==> src/rtl/rf_pkg.sv <==
`default_nettype none
// ============================================================================
// Module      : rf_pkg
// Description : Constants that the register-file storage cells and the
//               register file itself must agree on.
// Revision    : 1.0 - initial release
// ============================================================================
package rf_pkg;

    // Architectural data width of every general-purpose register
    localparam int XLEN       = 32;
    // Register index width and register count
    localparam int REG_ADDR_W = 5;
    localparam int NUM_REGS   = 32;
    // Index of the hard-wired zero register
    localparam int ZERO_REG   = 0;

    typedef logic [XLEN-1:0]       xlen_t;
    typedef logic [REG_ADDR_W-1:0] reg_addr_t;

    // True for the hard-wired zero register; the register file ties that
    // instance to in = 0, load = 1
    function automatic logic is_zero_reg(input reg_addr_t addr);
        return (int'(addr) == ZERO_REG);
    endfunction

endpackage : rf_pkg
`default_nettype wire

==> src/rtl/mod_reg_if.sv <==
`default_nettype none
// ============================================================================
// Module      : mod_reg_if
// Description : Data/enable bundle of one register-file storage cell.
//               master drives in/load and reads out; slave is the cell.
// Revision    : 1.0 - initial release
// ============================================================================
interface mod_reg_if
    import rf_pkg::*;
#(
    parameter int WIDTH = XLEN
);

    logic [WIDTH-1:0] in;    // data to capture
    logic             load;  // capture enable, level-sampled at the clock edge
    logic [WIDTH-1:0] out;   // registered contents

    modport master (
        output in,
        output load,
        input  out
    );

    modport slave (
        input  in,
        input  load,
        output out
    );

endinterface : mod_reg_if
`default_nettype wire

==> src/rtl/mod_reg.sv <==
`default_nettype none
// ============================================================================
// Module      : mod_reg
// Description : Load-enabled register, the storage cell of the register file.
//               Captures bus.in on a rising clk edge while bus.load is high,
//               holds otherwise. Asynchronous active-low reset to RESET_VAL.
//               bus.out comes straight from the flops.
// Revision    : 1.0 - initial release
// ============================================================================
module mod_reg
    import rf_pkg::*;
#(
    parameter int               WIDTH     = XLEN,
    parameter logic [WIDTH-1:0] RESET_VAL = '0
) (
    input  wire logic    clk,
    input  wire logic    rst_n,
    mod_reg_if.slave     bus
);

    logic [WIDTH-1:0] r_out;

    // Storage flops: async reset wins over everything; load acts as a
    // data-path enable rather than a clock gate
    always_ff @(posedge clk or negedge rst_n) begin
        if (!rst_n) begin
            r_out <= RESET_VAL;
        end else if (bus.load) begin
            r_out <= bus.in;
        end
    end

    // No combinational path from in/load: out is the flop output only
    assign bus.out = r_out;

endmodule : mod_reg
`default_nettype wire

==> src/flat_wrapper.sv <==
// flat-port wrapper written by rule: the top's interface ports become plain ports
module mod_reg_flat import rf_pkg::*;
#(
    parameter int               WIDTH     = XLEN,
    parameter logic [WIDTH-1:0] RESET_VAL = '0
)
  (clk, rst_n, bus_in, bus_load, bus_out);
  mod_reg_if #(.WIDTH(WIDTH)) bus_i ();
  input  wire logic clk;
  input  wire logic rst_n;
  input wire logic [$bits(bus_i.in)-1:0] bus_in;
  input wire logic [$bits(bus_i.load)-1:0] bus_load;
  output wire logic [$bits(bus_i.out)-1:0] bus_out;
  assign bus_i.in = bus_in;
  assign bus_i.load = bus_load;
  assign bus_out = bus_i.out;
  mod_reg #(.WIDTH(WIDTH), .RESET_VAL(RESET_VAL)) u_core (.clk(clk), .rst_n(rst_n), .bus(bus_i));
endmodule
==> config.mk <==
export PLATFORM = sky130hd
export DESIGN_NAME = mod_reg_flat
export DESIGN_NICKNAME = d
export VERILOG_FILES = /design/src/rtl/rf_pkg.sv /design/src/rtl/mod_reg_if.sv /design/src/rtl/mod_reg.sv /design/src/flat_wrapper.sv
export SDC_FILE = /design/constraint.sdc
export NUM_CORES = 1
export LEC_CHECK = 0
export CORE_MARGIN = 2
export CORE_UTILIZATION = 37
export CTS_BUF_LIST = sky130_fd_sc_hd__clkbuf_2 sky130_fd_sc_hd__clkbuf_4 sky130_fd_sc_hd__clkbuf_8
export CTS_CLUSTER_SIZE = 8
export DETAILED_ROUTE_END_ITERATION = 8
export PLACE_DENSITY = 0.78
export SLEW_MARGIN = 5
export SYNTH_ARGS = -nofsm -noshare
export SYNTH_HDL_FRONTEND = slang
export SYNTH_SLANG_ARGS = --single-unit
==> constraint.sdc <==
create_clock -name clk -period 0.8 [get_ports clk]
set_input_delay 0.16 -clock clk [delete_from_list [all_inputs] [get_ports clk]]
set_output_delay 0.16 -clock clk [all_outputs]
set_load 0.02 [all_outputs]
### Word level (Yosys, flattened, before mapping)

Cells that the tools add are included.

| storage, ports and cells | value |
|---|---|
| register bits | 32 |
| word-level logic and storage cells | 1 |

### Longest topological paths before layout

| depth | value |
|---|---|
| word-level depth | 0 |
| depth in mapped cells | 3 |
| gate-level depth less buffers | 1 |

### Worst setup path after synthesis

Ideal clock, no wire load.

| timing path | value |
|---|---|
| path kind | reg2reg |
| start | register, netlist name u_core.bus.out[0] |
| end | register u_core.r_out[0], in the netlist u_core.bus.out[0] |
| arrival | 710 ps |
| slack | -35 ps |
| path buffers | 0 |
| required time | 675 ps |
| cell stages (with the launch flop) | 2 |
| library setup time | 125 ps |
| clock period less this slack | 835 ps |
| cell sequence | dfrtp_1 -> mux2_4 |

RTL lines:

| element | line | source |
|---|---|---|
| end signal: assignment | mod_reg.sv:29 | `r_out <= bus.in;` |
| end: declaration | mod_reg.sv:21 | `logic [WIDTH-1:0] r_out;` |

### Worst setup path in the final report

| timing path | value |
|---|---|
| start | register u_core.r_out[22], in the netlist u_core.bus.out[22] |
| end | output port bus_out[22] |

RTL lines:

| element | line | source |
|---|---|---|
| end: declaration | flat_wrapper.sv:13 | `output wire logic [$bits(bus_i.out)-1:0] bus_out;` |

No word-level cell between the ends.

==> results.py <==
metrics = {
    "synthesis": {
        "yosysTopAreaCellShare_pct": 59.5,
        "syn_area_per_cell_um2": 19.8,
        "synth_cell_types": 5,
        "synth_top_area_cell": "dfrtp_1",
        "syn-instance-count": 68,
        "ys_seq_area_share_pct": 59.5,
        "ys.flop_type": "dfrtp_1",
        "synth-seq-cells": 32,
        "async_reset_ff_share_pct": 100,
        "netlist_area_um2": 1350,
        "mappedNetlistNets": 103,
        "ys_top_cells_by_area": "dfrtp_1, mux2_4, buf_12",
        "synth_most_common_cell": "dfrtp_1",
        "synth_common_cells": "dfrtp_1, mux2_4, buf_12",
        "synth_edf_count": 0,
        "yosysWarningCount": 0,
    },
    "status": {
        "violations": "negative setup slack",
        "outcome": "finished, violations left",
    },
    "die": {
        "start_util_pct": 39.4,
        "die_x_um": 64.3,
        "die_h_um": 64.3,
        "core_um2": 3420,
        "rows": 21,
        "ios": 67,
        "die_area_um2": 4130,
    },
    "clocking": {
        "numCtsBuffers": 5,
        "holdBufCountCts": 0,
        "clockRootBuffer": "clkbuf_4",
        "clkLatencyLatePin_ps": 310,
        "cts_htree_levels": 2,
        "clk_pin_slew_ps": 90,
        "cts_tree": "done",
        "clock_path_buffers": 2,
        "cts.sinks": 32,
    },
    "routing": {
        "drt_first_pass_iters": 2,
        "drtIter0Drc": 16,
        "drt.antenna.violating_nets": 0,
        "remaining_drc_errors": 0,
        "vias": 856,
        "wire_per_inst_um": 14.4,
        "totalWireLength_mm": 2.80,
        "via_per_inst": 4.39,
    },
    "sta": {
        "min_period_over_period_pct": 130,
        "final.setup.worst_slack_ps": -242,
        "fin_setup_tns_ps": -8190,
        "fmax_mhz": 960,
        "rsz0062_at_grt": "true",
        "setup_viol": 43,
        "final_max_slew_viol_count": 0,
        "tightest_slew_ps": 175,
        "maxSlewHeadroom_pct": 88.3,
        "finalWorstPathRequiredPeriod_ps": 1040,
        "final-hold-violation-count": 0,
        "clock_skew_ps": 0,
    },
    "layout": {
        "nets": 184,
        "fin_cells": 195,
        "diodes": 0,
        "drive_above_1_share_pct": 77.9,
        "syn_to_final_growth_pct": 69.4,
        "final_cell_area_um2": 2280,
        "largest_reg_flops": 32,
    },
    "grt": {
        "overflow": 0,
        "grt_pass1_vias": 978,
        "grtUsageTotal_pct": 15.3,
        "grt_antenna_before_repair": 0,
        "grt_pass1_wl_mm": 4.65,
        "grt_max_degree": 33,
    },
    "pwr": {
        "static-leakage-power_nw": 1.04,
        "power_density_nw_per_um2": 1750,
        "ir_worst_vdd_uv": 1100,
        "p_total_mw": 4.00,
    },
    "place": {
        "dpl_worst_slack_ps": -305,
        "gp_congestion": 0.660,
        "dp.cells": 187,
        "placed_area_um2": 2150,
        "dpl.hpwl_mm": 1.98,
        "portBuffers": 66,
    },
    "worst_setup_path": {
        "end_kind": "output port",
        "critPathMaxFanout": 2,
        "cp_num_buf_inv": 1,
        "path_cells": "buf_6",
        "cp.required_ps": 640,
        "crit_path_start_kind": "flip-flop",
        "cp.arrival_ps": 880,
        "crit_type": "flip-flop to output port",
        "slowest_delay_ps": 430,
        "cp_slowest_cell": "dfrtp_2",
        "critical_path.top_delay_family": "flip-flops",
    },
    "run": {
        "maxCapViolations": 0,
    },
    "hold_path": {
        "hp-class": "primary input to async pin",
    },
}
==> path summary, 6_finish.rpt <==
path	endpoint	slack, ps	cells past startpoint	startpoint
setup / recovery	bus_out[22]	-240	1	u_core.bus.out[22]
hold / removal	u_core.bus.out[19]	190	2	rst_n
setup reg to reg	u_core.bus.out[14]	-110	2	u_core.bus.out[14]
hold reg to reg	u_core.bus.out[9]	540	1	u_core.bus.out[9]
max in group asynchronous	u_core.bus.out[8]	410	2	rst_n
min in group clk	u_core.bus.out[29]	210	2	bus_load
==> cell families after synthesis <==
logic type | count (synthesis) | synth area share (%)
flops | 32 | 59.5
buf+inv | 4 | 5.30
mux | 32 | 35.2
==> power by group <==
group / internal, mW / leakage [nW] / switching (mW)
registers: 1.81 / 0.342 / 0.132
clock network: 0.357 / 0.0315 / 0.488
logic: 0.783 / 0.664 / 0.428
total: 2.95 / 1.04 / 1.05
==> placed cells by master (no fill, tap or decap) <==
master,netlist,final
mux2_2,2,2
buf_6,1,41
clkdlybuf4s50_1,0,33
dfrtp_2,0,32
buf_12,3,3
clkbuf_4,0,6
buf_2,0,1
mux2_4,30,30
clkinv_2,0,1
==> cell type report <==
cell class,instances,area [um^2]
multi-input combinational,32,473
sequential,32,841
tap,46,57.6
fill,264,1140
clock inverter,1,5.00
timing repair buffer,78,857
clock buffer,6,45.0
==> per-stage QoR <==
stage	utilization (%)	hold WS, ps
finish	66.7	195
global route	66.7	181
CTS	66.5	193
detailed placement	62.9	498
global placement	62.9	499
floorplan	-	-136
==> per-layer routing <==
layer	vias up	global-route usage, %	part of all wire (%)
met1	414	17.7	40
met5	-	0	0
met4	0	5.59	1.4
met3	4	7.39	7.8
li1	396	-	-
met2	42	24.7	51
==> what timing repair did <==
action | 4_1_cts | 5_1_grt
gates resized for setup | 199 | 6
setup endpoints to repair | 40 | 63
setup buffers | 7 | 5
Note: power is estimated with default switching activity, not from simulation.
